===== src/rtl/sweep_stim_pkg.sv =====
// Shared types and digit decoding for the four-valued port-equivalence stimulus sweep.
package sweep_stim_pkg;

    localparam int unsigned MAX_WIDTH = 16;
    localparam int unsigned BUS_MAX_W = 2 * MAX_WIDTH;
    localparam int unsigned VEC_MAX_W = 4 * MAX_WIDTH;

    localparam logic [1:0] DIG_0 = 2'd0;
    localparam logic [1:0] DIG_1 = 2'd1;
    localparam logic [1:0] DIG_X = 2'd2;
    localparam logic [1:0] DIG_Z = 2'd3;

    typedef enum logic [2:0] {
        ST_IDLE,
        ST_PRE0,
        ST_PRE1,
        ST_APPLY,
        ST_CHECK,
        ST_DONE
    } state_e;

    // Map one 2-bit digit code to its four-state bit value.
    function automatic logic decode_digit(input logic [1:0] code);
        logic v;
        case (code)
            DIG_0:   v = 1'b0;
            DIG_1:   v = 1'b1;
            DIG_X:   v = 1'bx;
            default: v = 1'bz;
        endcase
        return v;
    endfunction

    // Expand an index into {in1, in2}: bit k of the result is digit k counted from the LSD,
    // so the low 2*width bits are exactly {in1_out, in2_out}; digits beyond 2*width read 0.
    function automatic logic [BUS_MAX_W-1:0] vec_to_bus(input logic [VEC_MAX_W-1:0] idx,
                                                        input int unsigned width);
        logic [BUS_MAX_W-1:0] bits;
        bits = '0;
        for (int unsigned k = 0; k < BUS_MAX_W; k++) begin
            if (k < 2 * width) begin
                bits[k] = decode_digit(idx[2*k +: 2]);
            end
        end
        return bits;
    endfunction

endpackage


===== src/rtl/sweep_stim_driver_if.sv =====
// Stimulus/check bundle between the sweep driver and the equivalence harness.
interface sweep_stim_driver_if #(
    parameter int unsigned WIDTH = 4
);
    localparam int unsigned VEC_W = 4 * WIDTH;

    logic             start;
    logic             ok_in;
    logic [WIDTH-1:0] in1_out;
    logic [WIDTH-1:0] in2_out;
    logic             check_strobe;
    logic             busy;
    logic             done;
    logic [VEC_W-1:0] vec_index;
    logic [VEC_W:0]   fail_count;
    logic [VEC_W-1:0] first_fail_idx;
    logic             fail_seen;

    modport master (
        input  start,
        input  ok_in,
        output in1_out,
        output in2_out,
        output check_strobe,
        output busy,
        output done,
        output vec_index,
        output fail_count,
        output first_fail_idx,
        output fail_seen
    );

    modport slave (
        output start,
        output ok_in,
        input  in1_out,
        input  in2_out,
        input  check_strobe,
        input  busy,
        input  done,
        input  vec_index,
        input  fail_count,
        input  first_fail_idx,
        input  fail_seen
    );

endinterface


===== src/rtl/sweep_phase_timer.sv =====
// Loadable down-counter; terminal count flags the last cycle of a phase.
module sweep_phase_timer #(
    parameter int unsigned CNT_W = 4
) (
    input  logic             clk,
    input  logic             rst,
    input  logic             i_load,
    input  logic [CNT_W-1:0] i_load_val,
    output logic             o_tc_c
);

    logic [CNT_W-1:0] r_cnt;

    always_ff @(posedge clk) begin
        if (rst) begin
            r_cnt <= '0;
        end else if (i_load) begin
            r_cnt <= i_load_val;
        end else if (r_cnt != '0) begin
            r_cnt <= r_cnt - CNT_W'(1);
        end
    end

    assign o_tc_c = (r_cnt == '0);

endmodule


===== src/rtl/sweep_stim_driver.sv =====
// Clocked four-valued stimulus sweep: pre-toggle, apply, settle, strobe the comparator,
// and tally failures so a full sweep runs unattended.
module sweep_stim_driver
    import sweep_stim_pkg::*;
#(
    parameter int unsigned WIDTH  = 4,
    parameter int unsigned PRE    = 10,
    parameter int unsigned SETTLE = 100
) (
    input  logic                clk,
    input  logic                rst,
    sweep_stim_driver_if.master bus
);

    localparam int unsigned VEC_W   = 4 * WIDTH;
    localparam int unsigned FC_W    = VEC_W + 1;
    localparam int unsigned TMR_MAX = (PRE > SETTLE) ? PRE : SETTLE;
    localparam int unsigned TMR_W   = (TMR_MAX < 2) ? 1 : $clog2(TMR_MAX);

    if (PRE == 0 || SETTLE == 0) begin : g_bad_phase
        $error("sweep_stim_driver: PRE and SETTLE must both be nonzero");
    end
    if (WIDTH == 0 || WIDTH > MAX_WIDTH) begin : g_bad_width
        $error("sweep_stim_driver: WIDTH out of supported range");
    end

    state_e             r_state;
    logic [WIDTH-1:0]   r_in1;
    logic [WIDTH-1:0]   r_in2;
    logic               r_check_strobe;
    logic               r_busy;
    logic               r_done;
    logic [VEC_W-1:0]   r_vec_index;
    logic [FC_W-1:0]    r_fail_count;
    logic [VEC_W-1:0]   r_first_fail;
    logic               r_fail_seen;

    logic               w_tmr_load;
    logic [TMR_W-1:0]   w_tmr_val;
    logic               w_tmr_tc;
    logic [BUS_MAX_W-1:0] w_bus_full;
    logic               w_bus_unused;
    logic [WIDTH-1:0]   w_in1;
    logic [WIDTH-1:0]   w_in2;

    // Decoded stimulus for the current index; digits above 2*WIDTH are always zero.
    assign w_bus_full   = vec_to_bus(VEC_MAX_W'(r_vec_index), WIDTH);
    assign w_bus_unused = ^w_bus_full;
    assign w_in1        = w_bus_full[2*WIDTH-1 -: WIDTH];
    assign w_in2        = w_bus_full[WIDTH-1:0];

    // Phase timer reloads on every state change with the length of the phase being entered.
    always_comb begin
        w_tmr_load = 1'b0;
        w_tmr_val  = '0;
        case (r_state)
            ST_IDLE, ST_DONE: begin
                w_tmr_load = bus.start;
                w_tmr_val  = TMR_W'(PRE - 1);
            end
            ST_PRE0: begin
                w_tmr_load = w_tmr_tc;
                w_tmr_val  = TMR_W'(PRE - 1);
            end
            ST_PRE1: begin
                w_tmr_load = w_tmr_tc;
                w_tmr_val  = TMR_W'(SETTLE - 1);
            end
            ST_APPLY: begin
                w_tmr_load = w_tmr_tc;
            end
            ST_CHECK: begin
                w_tmr_load = 1'b1;
                w_tmr_val  = TMR_W'(PRE - 1);
            end
            default: begin
                w_tmr_load = 1'b0;
            end
        endcase
    end

    sweep_phase_timer #(
        .CNT_W (TMR_W)
    ) u_timer (
        .clk        (clk),
        .rst        (rst),
        .i_load     (w_tmr_load),
        .i_load_val (w_tmr_val),
        .o_tc_c     (w_tmr_tc)
    );

    always_ff @(posedge clk) begin
        if (rst) begin
            r_state        <= ST_IDLE;
            r_in1          <= '0;
            r_in2          <= '0;
            r_check_strobe <= 1'b0;
            r_busy         <= 1'b0;
            r_done         <= 1'b0;
            r_vec_index    <= '0;
            r_fail_count   <= '0;
            r_first_fail   <= '0;
            r_fail_seen    <= 1'b0;
        end else begin
            r_check_strobe <= 1'b0;
            case (r_state)
                ST_IDLE, ST_DONE: begin
                    if (bus.start) begin
                        r_state      <= ST_PRE0;
                        r_vec_index  <= '0;
                        r_fail_count <= '0;
                        r_first_fail <= '0;
                        r_fail_seen  <= 1'b0;
                        r_busy       <= 1'b1;
                        r_done       <= 1'b0;
                    end
                end
                ST_PRE0: begin
                    if (w_tmr_tc) begin
                        r_state <= ST_PRE1;
                        r_in1   <= '1;
                        r_in2   <= '1;
                    end
                end
                ST_PRE1: begin
                    if (w_tmr_tc) begin
                        r_state <= ST_APPLY;
                        r_in1   <= w_in1;
                        r_in2   <= w_in2;
                    end
                end
                ST_APPLY: begin
                    if (w_tmr_tc) begin
                        r_state        <= ST_CHECK;
                        r_check_strobe <= 1'b1;
                    end
                end
                ST_CHECK: begin
                    // Anything but a clean 1 (including X/Z) counts as a failure.
                    if (bus.ok_in !== 1'b1) begin
                        if (r_fail_count != '1) begin
                            r_fail_count <= r_fail_count + FC_W'(1);
                        end
                        if (!r_fail_seen) begin
                            r_first_fail <= r_vec_index;
                            r_fail_seen  <= 1'b1;
                        end
                    end
                    r_in1 <= '0;
                    r_in2 <= '0;
                    if (r_vec_index == '1) begin
                        r_state <= ST_DONE;
                        r_busy  <= 1'b0;
                        r_done  <= 1'b1;
                    end else begin
                        r_state     <= ST_PRE0;
                        r_vec_index <= r_vec_index + VEC_W'(1);
                    end
                end
                default: begin
                    r_state <= ST_IDLE;
                end
            endcase
        end
    end

    assign bus.in1_out        = r_in1;
    assign bus.in2_out        = r_in2;
    assign bus.check_strobe   = r_check_strobe;
    assign bus.busy           = r_busy;
    assign bus.done           = r_done;
    assign bus.vec_index      = r_vec_index;
    assign bus.fail_count     = r_fail_count;
    assign bus.first_fail_idx = r_first_fail;
    assign bus.fail_seen      = r_fail_seen;

endmodule


===== src/flat_wrapper.sv =====
// flat-port wrapper written by rule: the top's interface ports become plain ports
module sweep_stim_driver_flat import sweep_stim_pkg::*;
#(
    parameter int unsigned WIDTH  = 4,
    parameter int unsigned PRE    = 10,
    parameter int unsigned SETTLE = 100
)
  (clk, rst, bus_start, bus_ok_in, bus_in1_out, bus_in2_out, bus_check_strobe, bus_busy, bus_done, bus_vec_index, bus_fail_count, bus_first_fail_idx, bus_fail_seen);
  sweep_stim_driver_if #(.WIDTH(WIDTH)) bus_i ();
  input  logic clk;
  input  logic rst;
  input wire logic [$bits(bus_i.start)-1:0] bus_start;
  input wire logic [$bits(bus_i.ok_in)-1:0] bus_ok_in;
  output wire logic [$bits(bus_i.in1_out)-1:0] bus_in1_out;
  output wire logic [$bits(bus_i.in2_out)-1:0] bus_in2_out;
  output wire logic [$bits(bus_i.check_strobe)-1:0] bus_check_strobe;
  output wire logic [$bits(bus_i.busy)-1:0] bus_busy;
  output wire logic [$bits(bus_i.done)-1:0] bus_done;
  output wire logic [$bits(bus_i.vec_index)-1:0] bus_vec_index;
  output wire logic [$bits(bus_i.fail_count)-1:0] bus_fail_count;
  output wire logic [$bits(bus_i.first_fail_idx)-1:0] bus_first_fail_idx;
  output wire logic [$bits(bus_i.fail_seen)-1:0] bus_fail_seen;
  assign bus_i.start = bus_start;
  assign bus_i.ok_in = bus_ok_in;
  assign bus_in1_out = bus_i.in1_out;
  assign bus_in2_out = bus_i.in2_out;
  assign bus_check_strobe = bus_i.check_strobe;
  assign bus_busy = bus_i.busy;
  assign bus_done = bus_i.done;
  assign bus_vec_index = bus_i.vec_index;
  assign bus_fail_count = bus_i.fail_count;
  assign bus_first_fail_idx = bus_i.first_fail_idx;
  assign bus_fail_seen = bus_i.fail_seen;
  sweep_stim_driver #(.WIDTH(WIDTH), .PRE(PRE), .SETTLE(SETTLE)) u_core (.clk(clk), .rst(rst), .bus(bus_i));
endmodule

===== config.mk =====
export PLATFORM = sky130hd
export DESIGN_NAME = sweep_stim_driver_flat
export DESIGN_NICKNAME = d
export VERILOG_FILES = /design/src/rtl/sweep_stim_pkg.sv /design/src/rtl/sweep_stim_driver_if.sv /design/src/rtl/sweep_phase_timer.sv /design/src/rtl/sweep_stim_driver.sv /design/src/flat_wrapper.sv
export SDC_FILE = /design/constraint.sdc
export NUM_CORES = 1
export LEC_CHECK = 0
export CORE_UTILIZATION = 57
export CTS_BUF_LIST = sky130_fd_sc_hd__clkbuf_4
export CTS_CLUSTER_SIZE = 16
export DETAILED_ROUTE_END_ITERATION = 7
export GPL_ROUTABILITY_DRIVEN = 0
export GPL_TIMING_DRIVEN = 0
export PLACE_DENSITY = 0.95
export SYNTH_ARGS = -nofsm -noshare
export SYNTH_HDL_FRONTEND = slang
export SYNTH_SLANG_ARGS = --single-unit

===== constraint.sdc =====
create_clock -name clk -period 7.3 [get_ports clk]
set_clock_uncertainty 0.05 [all_clocks]
set_input_delay 1.095 -clock clk [delete_from_list [all_inputs] [get_ports clk]]
set_output_delay 1.095 -clock clk [all_outputs]
set_load 0.02 [all_outputs]

**Yosys cells after proc, flatten, opt, wreduce, memory -nomap -nowiden**

Index checks and enable logic that the tools add are counted.

- Word-level logic and storage cells: 115
- Bits of input ports: 4
- Bits in registers: 71
- Output and inout port bits: 61

- Reductions and logical operators: 25
- Eq/ne operators: 33
- Multiplexer cells: 42
- Add/subtract/negate cells: 3
- Bitwise gates (word level): 1

Operators with widths:

| cell | number |
|---|---|
| two-way mux 16 bit | 4 |
| one-hot mux 16 bit (2 select lines) | 2 |
| two-way mux 17 bit | 3 |
| one-hot mux 17 bit (2 select lines) | 1 |
| one-hot mux 1 bit (3 select lines) | 9 |
| one-hot mux 4 bit (3 select lines) | 2 |
| adder 17 x 1 -> 17 bit (second input constant) | 1 |
| inequality test 17 bit (second input constant) | 1 |
| adder 16 x 1 -> 16 bit (second input constant) | 1 |
| equality test 16 bit (second input constant) | 1 |
| equality test 2 x 1 -> 1 bit (second input constant) | 8 |
| equality test 2 bit (second input constant) | 8 |
| logical NOT 2 bit | 8 |
| two-way mux 3 bit | 5 |
| one-hot mux 3 bit (5 select lines) | 1 |
| two-way mux 7 bit | 2 |
| one-hot mux 7 bit (2 select lines) | 1 |
| two-way mux 4 bit | 3 |
| inequality test 2 bit (second input constant) | 6 |
| AND reduction 3 bit | 4 |
| AND reduction 4 bit | 3 |
| logical NOT 7 bit | 1 |
| nonzero test 7 bit | 1 |
| subtractor 7 x 1 -> 7 bit (second input constant) | 1 |
| 14 further kinds | 27 |

**Depth between registers and ports, before layout**

Gate-level depths: netlist (run 1).

- Depth after elaboration: 4
- Depth in mapped cells: 9
- Mapped depth without buffers: 8

**By module**

From an unflattened synthesis (run 1), not the netlist that was laid out.

- Cell total of the unflattened synthesis: 424
- Area, all modules: 3666.0 sq um

By module, submodules not included:

| module | seq. area each (sq um) | cells each | area an instance (sq um) | instances |
|---|---|---|---|---|
| sweep_stim_driver | 1281.2 | 377 | 3266.9 | 1 |
| sweep_phase_timer | 140.1 | 47 | 399.1 | 1 |

**Worst setup path before layout (run 1)**

OpenSTA, ideal clock, no wires.

- Kind: input to register
- Start point: in bus_start
- End point: reg u_core.r_fail_count[15], in the netlist u_core.bus.fail_count[15]
- Library setup time: 0.128 ns
- Data required time: 7.122 ns
- Setup slack: 4.715 ns
- Path buffers: 2
- Stages on the path: 7
- Arrival: 2.407 ns
- Cells stage by stage: nand2b_1 or3_1 buf_2 buf_2 a2111oi_4 xnor2_1 nor2_1

- Word-level cells in the longest chain between the ends: 2

RTL lines:

| item | line | source |
|---|---|---|
| start: declaration | flat_wrapper.sv:12 | `input wire logic [$bits(bus_i.start)-1:0] bus_start;` |
| inequality test 2 bit (no line) | n/a |  |
| AND reduction 4 bit (no line) | n/a |  |
| end signal: assignment | sweep_stim_driver.sv:142 | `r_fail_count <= r_fail_count + FC_W'(1);` |
| end: declaration | sweep_stim_driver.sv:34 | `logic [FC_W-1:0] r_fail_count;` |

No other way between the ends.
A chain may end at the register's enable or synchronous reset.

**Worst setup path in the final report (run 1)**

Ends and elaborated chain as after synthesis.

==> impl_metrics.py, run 1 <==
metrics = {
    "status": {
        "status": "finished, final reports clean",
    },
    "global_routing": {
        "grt_usage": 0.300,
        "grt_pass1_vias": 3094,
        "grt-ovfl-total": 0,
        "grt_pass1_wl_um": 14300,
        "antenna_found_initial": 0,
        "grt_max_degree": 12,
    },
    "min_path": {
        "hp-start": "u_core.bus.first_fail_idx[5]",
        "holdCritPathClass": "reg2reg",
        "whs_path_depth": 2,
        "min_to": "u_core.bus.first_fail_idx[5]",
    },
    "clock_network": {
        "cts_tree": "done",
        "postCtsSetupBuffers": 0,
        "cts_resized": 0,
        "htreeDepth": 3,
        "clk_latency_ps": 420,
        "cts-root-buf": "clkbuf_4",
        "cts_buffers": 9,
        "hold_buffers": 0,
        "cts.sinks": 71,
        "cts.path.max_buffers": 2,
        "clk_pin_slew_ps": 110,
    },
    "die": {
        "fp.dieW_um": 78.0,
        "io_pins": 65,
        "fp-row-count": 27,
        "die_area_um2": 6090,
        "die_h_um": 78.0,
        "core_um2": 5540,
        "start_util": 0.595,
    },
    "setup_path": {
        "critPathKind": "in2reg",
        "critPathMaxStageDelay_ps": 510,
        "reg2reg_slack_ps": 4640,
        "path_buf_inv": 3,
        "reg2reg_to": "u_core.bus.fail_count[4]",
        "timing.critical_path.mode_cell": "buf_2",
        "path_cells": "clkdlybuf4s50_1 -> nand2b_1 -> or3_1 -> buf_2 -> buf_2 -> a2111oi_4 -> xnor2_1 -> nor2_1",
        "start_kind": "input pin",
        "crit_slowest_cell": "clkdlybuf4s50_1",
        "worst-r2r-cell-count": 9,
        "cp_top_family": "buffers and inverters",
        "rr_startpoint": "u_core.bus.fail_count[4]",
        "arrival_ps": 3100,
        "endpoint_kind": "register",
        "required_ps": 7560,
        "path_max_fanout": 10,
    },
    "power_and_ir_drop": {
        "power.density_nw_per_um2": 276,
        "power.leakage_nw": 1.36,
        "ir_drop_mv": 0.246,
    },
    "placed_design": {
        "io_buffers": 63,
        "hpwl_um": 6200,
        "dpl.cell_count": 531,
        "dp_slack_ps": 4020,
        "dpl-instance-area_um2": 4020,
    },
    "timing": {
        "rsz0062_at_grt": "no",
        "setup_tns_ps": 0,
        "finalMaxSlewViolations": 0,
        "finalHoldViolations": 0,
        "finalCriticalPeriod_ps": 2840,
        "finalSetupViolations": 0,
        "finalWorstSetupSlack_ps": 4460,
        "min_period_over_period": 0.390,
        "fmax_ghz": 0.352,
        "slew_headroom": 0.413,
        "tightest_slew_ps": 872,
    },
    "layout": {
        "diodes": 0,
        "seq_area_um2": 1420,
        "final_nets": 480,
        "fill_cells": 403,
        "finish.utilization": 0.749,
        "design_area_um2": 4150,
        "area_growth_pct": 25.9,
        "multiInputGateArea_um2": 1720,
        "drive_above_1_share": 0.0695,
        "final-instance-count-excl-fill": 547,
    },
    "logic_synthesis": {
        "synth_nets": 406,
        "syn_area_um2": 3300,
        "ys_warn_count": 0,
        "synth_top_family_by_area": "simple AND/OR/NAND/NOR gates",
        "synth_area_leader_cell": "dfxtp_1",
        "synth.yosys.seq_area_share": 0.431,
        "ys_top_cells_by_area": "dfxtp_1, nand2_1, a21oi_1",
        "synth.top_cell.area_share": 0.431,
        "synth_seq_cells": 71,
        "async_flop_share": 0,
        "synth_edf_count": 0,
        "synth_fa_ha_area_frac": 0.0228,
        "synthFlopType": "dfxtp_1",
        "synth_mux_area_frac": 0.00949,
        "synth_most_common_cell": "dfxtp_1",
        "synthTopCellsByCount": "dfxtp_1, nand2_1, a21oi_1, nor2_1, xnor2_1",
        "synth_xor_area_frac": 0.0558,
        "synth_simple_gate_area_frac": 0.249,
        "ys_types": 49,
        "synth_compound_area_frac": 0.186,
        "syn_area_per_cell_um2": 8.32,
        "syn-instance-count": 396,
    },
    "routing": {
        "routed_wl_um": 8680,
        "wire_per_inst_um": 15.9,
        "drt_pass1_iterations": 5,
        "dr_total_vias": 3285,
        "drt-vias-per-instance": 6.01,
        "drc_errors": 0,
        "drt_iter0_drc": 336,
        "ant_nets": 0,
    },
    "run": {
        "max-cap-violations": 0,
    },
}
## kinds of logic after synthesis
logic type / count (synthesis)
AOI/OAI and AO/OA: 90
xor gates and xnor gates: 21
adders and majority gates: 6
buffers and inverters: 35
DFF: 71
muxes: 3
and+or+nand+nor: 170
## stage by stage
step	power [mW]	hold slack [ps]
floorplan	0.777	453
global placement	0.880	392
detailed placement	0.898	398
CTS	1.14	413
global route	1.21	445
finish	1.14	410
## worst max path at each step
stage | startpoint | endpoint | slack, ps | depth (start not counted)
5_1_grt | bus_start | u_core.bus.fail_count[15] | 4340 | 8
2_1_floorplan | bus_start | u_core.bus.fail_count[15] | 4720 | 7
6_report | bus_start | u_core.bus.fail_count[15] | 4460 | 8
3_3_place_gp | bus_start | u_core.bus.fail_count[15] | 4030 | 8
3_5_place_dp | bus_start | u_core.bus.fail_count[15] | 4020 | 8
4_1_cts | bus_start | u_core.bus.fail_count[15] | 4470 | 8
## where the power goes
group	internal, mW	switching [mW]
Combinational	0.163	0.270
Clock	0.110	0.136
Sequential	0.435	0.0316
Total	0.707	0.437
## sequential cells by signal (all words and copies together) (netlist names)
name	cells
u_core.bus.first_fail_idx	16
u_core.bus.vec_index	16
u_core.bus.check_strobe	1
u_core.bus.in1_out	4
u_core.bus.done	1
u_core.bus.fail_seen	1
u_core.u_timer.r_cnt	7
u_core.bus.busy	1
u_core.bus.fail_count	17
u_core.bus.in2_out	4
u_core.r_state	3
## layer usage
layer / routed length, um / share of wire / track usage
met1: 3560 / 0.41 / 0.363
met2: 4390 / 0.51 / 0.516
met3: 569 / 0.066 / 0.0547
met4: 164 / 0.019 / 0.137
met5: 0 / 0 / 0
## area by class of cell
class,instances,area share
multi-input cells,290,0.415
flip-flops and latches,71,0.343
repair buffers,63,0.152
plain buffers,21,0.0241
well taps,72,0.0217
clock buffers,11,0.0199
inverters,14,0.0127
clock inverters,5,0.0118
## tightest hold or removal path: cells and delay by family, from the launching register on
family / cells / cell delay (ps)
and+or+nand+nor: 1 / 50
AOI/OAI and AO/OA: 1 / 50
DFF: 1 / 320
## placed cells by master, fill, tap and decap left out, types with 3 or more instances in the layout
cell / count
ha_1: 6
o31ai_1: 5
clkinv_2: 3
a21oi_1: 41
a22oi_1: 3
nand2b_1: 5
nor3_1: 11
and2_1: 7
buf_2: 5
inv_1: 14
clkbuf_1: 14
nand3_1: 11
nand2_1: 56
clkdlybuf4s50_1: 63
o21ai_0: 13
xor2_1: 5
nor2b_1: 3
nor2_1: 41
o211ai_1: 3
or3_1: 15
dfxtp_1: 71
xnor2_1: 16
nand4_1: 8
clkbuf_4: 11
a211oi_1: 7
and4_1: 3
Power figures use the tool's default switching activity.
==> run 2, diff against run 1 <==
Settings changed: CORE_UTILIZATION 57 to 53, PLACE_DENSITY 0.95 to 0.92.
Clock period 7.3 ns to 2.7 ns, I/O delays scaled along.
==> run 2 against run 1 <==
Effect of this change:
- worst setup slack got worse by 4300 ps
- sequential share of layout area is essentially flat
- design area about the same
- worst hold slack about the same
- sequential cell count unchanged
- die area is 7.3% higher
- non-clock buffer count rose by 2
- global-route usage down 3.4 points
- critical path type is now reg2reg
- highest routed layer unchanged
==> impl_metrics.py, run 2 (synthesized netlist as in run 1, its figures left out) <==
metrics = {
    "setup_path": {
        "path_max_fanout": 10,
        "worst-path-stages": 9,
        "start_kind": "register",
        "critPathMaxStageDelay_ps": 430,
        "rr_startpoint": "u_core.bus.fail_count[4]",
        "reg2reg_slack_ps": 170,
        "cp_top_family": "simple AND/OR/NAND/NOR gates",
        "crit_start": "u_core.bus.fail_count[4]",
        "reg2reg_to": "u_core.bus.fail_count[3]",
        "path_cells": "and4_1 -> nand2_2 -> nor3_1 -> ha_1 -> or3_4 -> and2_1 -> buf_6 -> or3_1 -> a21oi_1",
        "crit_end": "u_core.bus.fail_count[3]",
        "critPathKind": "reg2reg",
        "crit_slowest_cell": "or3_4",
        "required_ps": 3010,
        "endpoint_kind": "register",
        "worst-r2r-cell-count": 9,
        "path_buf_inv": 1,
        "arrival_ps": 2830,
    },
    "layout": {
        "largest_reg_flops": 17,
        "finish.utilization": 0.697,
        "drive_above_1_share": 0.0756,
        "diodes": 0,
        "area_growth_pct": 25.9,
        "final_cell_mix": "dfxtp_1, clkdlybuf4s50_1, nand2_1, nor2_1, a21oi_1",
        "final_nets": 482,
        "layout_commonest_cell": "dfxtp_1",
    },
    "status": {
        "status": "finished, final reports clean",
    },
    "power_and_ir_drop": {
        "power.leakage_nw": 1.34,
        "ir_drop_mv": 0.562,
        "power.density_nw_per_um2": 723,
    },
    "routing": {
        "drt_iter0_drc": 218,
        "drt-vias-per-instance": 5.79,
        "drc_errors": 0,
        "routed_wl_um": 8130,
        "wire_per_inst_um": 14.7,
        "ant_nets": 0,
        "dr_total_vias": 3191,
        "drt_pass1_iterations": 5,
    },
    "min_path": {
        "whs_path_depth": 2,
        "holdCritPathClass": "in2reg",
    },
    "clock_network": {
        "cts.sinks": 71,
        "cts-root-buf": "clkbuf_4",
        "htreeDepth": 3,
        "cts.path.max_buffers": 2,
        "clk_latency_ps": 420,
        "cts_buffers": 9,
        "cts_tree": "done",
        "clk_pin_slew_ps": 120,
    },
    "run": {
        "max-cap-violations": 0,
    },
    "die": {
        "core_um2": 5960,
        "die_h_um": 80.9,
        "fp.dieW_um": 80.9,
        "die_area_um2": 6540,
        "fp-row-count": 28,
        "start_util": 0.553,
        "io_pins": 65,
    },
    "global_routing": {
        "grt_pass1_wl_um": 13400,
        "grt-ovfl-total": 0,
        "antenna_found_initial": 0,
        "grt_usage": 0.266,
        "grt_max_degree": 13,
        "grt_pass1_vias": 2964,
    },
    "placed_design": {
        "hpwl_um": 6000,
        "io_buffers": 63,
    },
    "timing": {
        "finalMaxSlewViolations": 0,
        "setup_tns_ps": 0,
        "slew_headroom": 0.433,
        "finalHoldViolations": 0,
        "tightest_slew_ps": 844,
        "finalSetupViolations": 0,
        "rsz0062_at_grt": "no",
        "min_period_over_period": 0.936,
        "finalCriticalPeriod_ps": 2530,
        "fmax_ghz": 0.396,
    },
}
run 2: cell count changes in the layout (fill, tap and decap cells not counted):
cell / change
clkbuf_4: -2
nor4_1: -1
nor4_2: +1
clkinvlp_4: +4
bufinv_16: -1
clkinv_2: -2
nand2_1: -1
nand2_2: +1
buf_4: +2
run 2: metal layers:
layer  vias up  track usage  wire length (um)
li1       1544            -                 -
met1      1494        0.310              3370
met2       133        0.464              4010
met3        20       0.0607               543
met4         0        0.114               197
met5         -            0                 0
run 2: how the worst min path moves through the flow:
stage,start,end
2_1_floorplan,u_core.u_timer.r_cnt[4],u_core.u_timer.r_cnt[4]
3_3_place_gp,u_core.bus.first_fail_idx[10],u_core.bus.first_fail_idx[10]
3_5_place_dp,u_core.bus.first_fail_idx[7],u_core.bus.first_fail_idx[7]
4_1_cts,rst,u_core.bus.busy
5_1_grt,rst,u_core.r_state[0]
6_report,rst,u_core.bus.busy
run 2: timing repair:
| item | in CTS | in global routing |
|---|---|---|
| hold buffers | 0 | 0 |
| setup buffers | 0 | 2 |
| setup endpoints to repair | 0 | 12 |
| gates resized for setup | 0 | 2 |
run 2: layout make-up:
type                            instances  area [um^2]
Multi-Input combinational cell        290         1730
Fill cell                             505         1810
Buffer                                 21          100
Tap cell                               75         93.8
Sequential cell                        71         1420
Inverter                               14         52.6
Clock inverter                          6         38.8
Timing Repair Buffer                   65          646
Clock buffer                            9         67.6
run 2: report_power, final:
group | switching, mW | internal (mW) | total (mW)
clock network | 0.375 | 0.178 | 0.553
logic | 0.729 | 0.448 | 1.18
registers | 0.0950 | 1.18 | 1.27
total | 1.20 | 1.80 | 3.00
run 2: stage by stage:
stage | instance area, um^2 | hold slack, ps | worst slack, ps | std cells | power (mW)
5_1_grt | 4150 | 433 | 11.3 | 551 | 3.20
4_1_cts | 4130 | 394 | 12.6 | 549 | 2.99
3_3_place_gp | 4020 | 392 | 113 | 534 | 2.38
3_5_place_dp | 4020 | 398 | 42.5 | 534 | 2.44
6_report | 4150 | 409 | 172 | 551 | 3.00
2_1_floorplan | 3300 | 453 | 216 | 396 | 2.10
